`src/rtl/thinkgear_pkg.sv`:
```
// Shared definitions for the ThinkGear-style raw-value frame
// (AA AA 04 80 02 HI LO CS). Used by both the transmit sequencer
// and the raw-data frame parser.
package thinkgear_pkg;

  localparam logic [7:0] TG_SYNC     = 8'hAA;
  localparam logic [7:0] TG_PLEN     = 8'h04;
  localparam logic [7:0] TG_CODE_RAW = 8'h80;
  localparam logic [7:0] TG_VLEN_RAW = 8'h02;
  localparam int         TG_FRAME_LEN = 8;

  typedef enum logic [1:0] {
    TX_IDLE,
    TX_START,
    TX_WAIT_HI,
    TX_WAIT_LO
  } tx_state_e;

  // One's complement of the 8-bit wrapped sum of the payload bytes.
  function automatic logic [7:0] tg_checksum(input logic [7:0] hi, input logic [7:0] lo);
    logic [7:0] sum;
    sum = TG_CODE_RAW + TG_VLEN_RAW + hi + lo;
    return ~sum;
  endfunction

endpackage

```
`src/rtl/raw_frame_tx.sv`:
```
// raw_frame_tx: turns signed 16-bit samples into 8-byte raw-value frames
// and feeds them byte by byte to a UART transmitter via tx_start/tx_busy.
//
// Ports:
//   clk, rst           clock; asynchronous active-low reset
//   sample_valid       one-cycle strobe qualifying sample
//   sample[15:0]       two's-complement raw value
//   tx_busy            UART transmitter shifting
//   tx_start           one-cycle pulse starting one UART byte
//   tx_data[7:0]       byte to send, held until tx_busy falls
//   frame_busy         a frame is in progress
//   frame_done         one-cycle pulse after the last byte completes
//   tx_err             sticky busy-timeout flag
//   drop_cnt[7:0]      saturating count of overwritten pending samples
module raw_frame_tx
  import thinkgear_pkg::*;
#(
  parameter logic [7:0] SYNC         = TG_SYNC,
  parameter logic [7:0] PLEN         = TG_PLEN,
  parameter logic [7:0] CODE         = TG_CODE_RAW,
  parameter logic [7:0] VLEN         = TG_VLEN_RAW,
  parameter int         BUSY_TIMEOUT = 1023
) (
  input  logic        clk,
  input  logic        rst,
  input  logic        sample_valid,
  input  logic [15:0] sample,
  input  logic        tx_busy,
  output logic        tx_start,
  output logic [7:0]  tx_data,
  output logic        frame_busy,
  output logic        frame_done,
  output logic        tx_err,
  output logic [7:0]  drop_cnt
);

  localparam int TMO_W = $clog2(BUSY_TIMEOUT + 1);
  localparam logic [2:0] LAST_IDX = 3'(TG_FRAME_LEN - 1);

  tx_state_e        state_q, state_d;
  logic [2:0]       idx_q, idx_d;
  logic [7:0]       hi_q, hi_d, lo_q, lo_d, cs_q, cs_d;
  logic [15:0]      pend_data_q, pend_data_d;
  logic             pend_vld_q, pend_vld_d;
  logic [7:0]       drop_q, drop_d;
  logic [TMO_W-1:0] tmo_q, tmo_d;
  logic             tx_start_q, tx_start_d;
  logic [7:0]       tx_data_q, tx_data_d;
  logic             frame_busy_q, frame_busy_d;
  logic             frame_done_q, frame_done_d;
  logic             tx_err_q, tx_err_d;
  logic             load;

  function automatic logic [7:0] byte_sel(input logic [2:0] idx, input logic [7:0] hi,
                                          input logic [7:0] lo, input logic [7:0] cs);
    case (idx)
      3'd0, 3'd1: return SYNC;
      3'd2:       return PLEN;
      3'd3:       return CODE;
      3'd4:       return VLEN;
      3'd5:       return hi;
      3'd6:       return lo;
      default:    return cs;
    endcase
  endfunction

  always_comb begin
    state_d      = state_q;
    idx_d        = idx_q;
    hi_d         = hi_q;
    lo_d         = lo_q;
    cs_d         = cs_q;
    pend_data_d  = pend_data_q;
    pend_vld_d   = pend_vld_q;
    drop_d       = drop_q;
    tmo_d        = tmo_q;
    tx_start_d   = 1'b0;
    tx_data_d    = tx_data_q;
    frame_done_d = 1'b0;
    tx_err_d     = tx_err_q;
    load         = 1'b0;

    case (state_q)
      TX_IDLE: begin
        if (pend_vld_q) begin
          load    = 1'b1;
          hi_d    = pend_data_q[15:8];
          lo_d    = pend_data_q[7:0];
          cs_d    = ~(CODE + VLEN + pend_data_q[15:8] + pend_data_q[7:0]);
          idx_d   = '0;
          state_d = TX_START;
        end
      end
      TX_START: begin
        tmo_d   = '0;
        state_d = TX_WAIT_HI;
      end
      TX_WAIT_HI: begin
        // busy seen on the limit cycle still counts as success
        if (tx_busy) begin
          state_d = TX_WAIT_LO;
        end else if (tmo_q == TMO_W'(BUSY_TIMEOUT)) begin
          tx_err_d = 1'b1;
          state_d  = TX_IDLE;
        end else begin
          tmo_d = tmo_q + TMO_W'(1);
        end
      end
      TX_WAIT_LO: begin
        if (!tx_busy) begin
          if (idx_q == LAST_IDX) begin
            frame_done_d = 1'b1;
            state_d      = TX_IDLE;
          end else begin
            idx_d   = idx_q + 3'd1;
            state_d = TX_START;
          end
        end
      end
      default: state_d = TX_IDLE;
    endcase

    // A sample arriving in the load cycle replaces an entry that is leaving,
    // so it is not a drop.
    if (sample_valid) begin
      pend_data_d = sample;
      pend_vld_d  = 1'b1;
      if (pend_vld_q && !load && drop_q != 8'hFF) drop_d = drop_q + 8'd1;
    end else if (load) begin
      pend_vld_d = 1'b0;
    end

    // Outputs are registered, so decode from the next state.
    if (state_d == TX_START) begin
      tx_start_d = 1'b1;
      tx_data_d  = byte_sel(idx_d, hi_d, lo_d, cs_d);
    end
    frame_busy_d = (state_d != TX_IDLE);
  end

  always_ff @(posedge clk or negedge rst) begin
    if (!rst) begin
      state_q      <= TX_IDLE;
      idx_q        <= '0;
      hi_q         <= '0;
      lo_q         <= '0;
      cs_q         <= '0;
      pend_data_q  <= '0;
      pend_vld_q   <= 1'b0;
      drop_q       <= '0;
      tmo_q        <= '0;
      tx_start_q   <= 1'b0;
      tx_data_q    <= '0;
      frame_busy_q <= 1'b0;
      frame_done_q <= 1'b0;
      tx_err_q     <= 1'b0;
    end else begin
      state_q      <= state_d;
      idx_q        <= idx_d;
      hi_q         <= hi_d;
      lo_q         <= lo_d;
      cs_q         <= cs_d;
      pend_data_q  <= pend_data_d;
      pend_vld_q   <= pend_vld_d;
      drop_q       <= drop_d;
      tmo_q        <= tmo_d;
      tx_start_q   <= tx_start_d;
      tx_data_q    <= tx_data_d;
      frame_busy_q <= frame_busy_d;
      frame_done_q <= frame_done_d;
      tx_err_q     <= tx_err_d;
    end
  end

  assign tx_start   = tx_start_q;
  assign tx_data    = tx_data_q;
  assign frame_busy = frame_busy_q;
  assign frame_done = frame_done_q;
  assign tx_err     = tx_err_q;
  assign drop_cnt   = drop_q;

endmodule

```
`config.mk`:
```
export PLATFORM = sky130hd
export DESIGN_NAME = raw_frame_tx
export DESIGN_NICKNAME = d
export VERILOG_FILES = /design/src/rtl/thinkgear_pkg.sv /design/src/rtl/raw_frame_tx.sv
export SDC_FILE = /design/constraint.sdc
export NUM_CORES = 1
export LEC_CHECK = 0
export ABC_AREA = 1
export CAP_MARGIN = 20
export CORE_MARGIN = 2
export CORE_UTILIZATION = 55
export CTS_BUF_LIST = sky130_fd_sc_hd__clkbuf_8
export CTS_CLUSTER_SIZE = 24
export DETAILED_ROUTE_END_ITERATION = 10
export PLACE_DENSITY_LB_ADDON = 0.12
export SLEW_MARGIN = 20
export SYNTH_ARGS = -nofsm -noshare
export SYNTH_HDL_FRONTEND = slang
export SYNTH_SLANG_ARGS = --single-unit
```
`constraint.sdc`:
```
create_clock -name clk -period 2.8 [get_ports clk]
set_clock_uncertainty 0.1 [all_clocks]
set_input_delay 0.84 -clock clk [delete_from_list [all_inputs] [get_ports clk]]
set_output_delay 0.84 -clock clk [all_outputs]
set_load 0.02 [all_outputs]
```
==> out/qor.csv <==
metric,value,unit
io_pins,40,
start_util,0.564,
syn_inst,488,
hpwl,6050,um
fin_nets,573,
wl_per_cell,12.7,um
ant_nets,0,
grt_pass1_vias,3031,
cpPeakStageDelay,0.41,ns
area_delta_synth_final,16.4,%
yosys.area.top_type,dfrtp_1,
ys_ff_latch,76,
gr-total-overflow,0,
routed_wl,8050,um
core,0.00718,sq mm
yosysTopAreaCellShare,0.470,
numPortBuffers,39,
die_w,89.8,um
power_density,859,mW/mm^2
slew_headroom,0.740,
grt_max_degree,58,
cp.arrival,2.55,ns
via_per_inst,5.09,
peakVddDrop,619,uV
grt_first_pass_wirelength,14000,um
cts_tree,built,
vias,3235,
endpoint_kind,register,
clk_path_buf_depth,2,
drc,0,
required,2.99,ns
dieArea,0.00807,sq mm
cp_common_cell,inv_1,
ys_warn_count,0,
track_usage,0.216,
fin_tns_setup,0,ns
fin_crit,2.37,ns
synth_seq_area_share,0.470,
criticalPathCategory,register to register,
cpLargestDelayFamily,adder cells,
fin_cells,636,
status,"complete, no violations",
synthesis.nets,529,
cts_root_buf,clkbuf_8,
clkSinkCount,76,
synth_area_per_cell,8.30,sq um
dieHeight,89.8,um
critPathLaunchType,register,
slowest_stage,fa_1,
cts-buffers-inserted,9,
final_cell_mix,"nand2_1 (144), dfrtp_1 (76), inv_1 (56)",
finalHoldViolCount,0,
clk_latency,0.35,ns
fmax,422,MHz
drt_iter0_drc,195,
path_clk_slew,0.08,ns
cts_setup_buffers,0,
drv_slew,0,
path_cells,"inv_1, ha_1, inv_1, ha_1, inv_1, fa_1, inv_1, nand3_1, nand3_1, nand2_1, nand3_1, nand2_1, nor2_1, o21bai_2, nand2_1",
p_leak,2.31,nW
layout_commonest_cell,nand2_1,
drt-pass1-iter-count,5,
total_power,4.05,mW
place.gp.congestion,0.871,
cts_resized,0,
antenna_found_initial,0,
cp_max_fo,3,
path_buf_inv,4,
h-tree-depth,3,
setup_viol_count_final,0,
rsz0062_at_grt,no,
hp-class,input port to async pin,
synth.distinct_cells,35,
tightest_slew,0.390,ns
diodes,0,
cap_violations,0,
synth_area,0.00405,sq mm
fin_crit_sh,0.846,
postCtsHoldBufs,0,
fin_util,0.657,
synth_area_leaders,"dfrtp_1 (47%), nand2_1 (13%), ha_1 (6.2%)",
layout-drive-gt1-share,0.128,
fp-row-count,31,
dp_cells,620,
## synthesized netlist by cell type
master    instances
xnor2_1           5
buf_2             4
nand2_2           9
nand2_1         144
nand3_2           3
clkbuf_1          4
nor3_1            2
inv_2            10
nand3_1          33
mux2_2            1
nand2_4           3
nand3b_2          1
a21oi_1           4
o21ai_0          31
or2_2             4
nand3_4           1
nand4_2           2
inv_1            55
ha_1             20
nor2_2            5
dfrtp_1          76
o21ai_2           5
nand3b_1          1
buf_6             2
o31ai_1           1
nand4_1          14
a31o_2            1
o21ai_1          14
xor2_1            6
a21oi_2           2
nor2_4            1
o21bai_2          1
nor2_1           21
fa_1              1
clkinv_1          1
## layer usage
metal / vias up / GRT usage / part of all wire
li1: 1649 / - / -
met1: 1503 / 0.307 / 0.49
met2: 74 / 0.333 / 0.45
met3: 9 / 0.0419 / 0.043
met4: 0 / 0.0782 / 0.015
met5: - / 0 / 0
## cells by family after synthesis
group | after synthesis | synth area share
AO/OA/AOI/OAI | 59 | 0.0825
XOR/XNOR | 11 | 0.0238
adder cells (fa/ha/maj) | 21 | 0.0667
buffers and inverters | 76 | 0.0754
flip-flops | 76 | 0.470
multiplexers | 1 | 0.00278
AND/OR/NAND/NOR | 244 | 0.279
## report_power, final
part           total [mW]  switching, mW  leakage [nW]  internal, mW
clock               0.736          0.400        0.0930         0.336
sequential           1.59          0.178         0.956          1.41
combinational        1.73           1.09          1.26         0.636
## worst paths after layout
kind	startpoint	to	slack (ns)	depth (start not counted)
setup / recovery	pend_data_q[1]$_DFFE_PN0P_	tx_data[7]$_DFFE_PN0P_	0.43	15
hold / removal	rst	tmo_q[2]$_DFFE_PN0P_	0.27	1
setup reg to reg	pend_data_q[1]$_DFFE_PN0P_	tx_data[7]$_DFFE_PN0P_	0.43	15
hold reg to reg	tx_err$_DFFE_PN0P_	tx_err$_DFFE_PN0P_	0.38	2
max in group asynchronous	rst	idx_q[0]$_DFF_PN0_	1.74	2
min in group clk	tx_err$_DFFE_PN0P_	tx_err$_DFFE_PN0P_	0.38	2
## stage by stage
stage	instance area (sq um)	worst slack (ns)	hold slack, ns
finish	4720	0.432	0.265
global route	4720	0.271	0.280
CTS	4720	0.423	0.270
detailed placement	4550	0.106	0.366
global placement	4550	0.174	0.350
floorplan	4050	0.721	0.345
## sequential cells by signal (all words and copies together), names as in the netlist
| name | count |
|---|---|
| tmo_q | 10 |
| tx_err | 1 |
| cs_q | 8 |
| pend_vld_q | 1 |
| frame_done | 1 |
| tx_data | 8 |
| drop_cnt | 8 |
| pend_data_q | 16 |
| frame_busy | 1 |
| lo_q | 8 |
| idx_q | 3 |
| hi_q | 8 |
| tx_start | 1 |
| state_q | 2 |
## cell type report
class | instances | area (sq um)
fill | 621 | 2460
sequential | 76 | 1900
multi-input combinational | 336 | 1840
timing repair buffer | 43 | 430
inverter | 66 | 248
clock buffer | 10 | 138
tap | 99 | 124
clock inverter | 6 | 31.3
No activity file was read; power rests on OpenSTA's default activity.
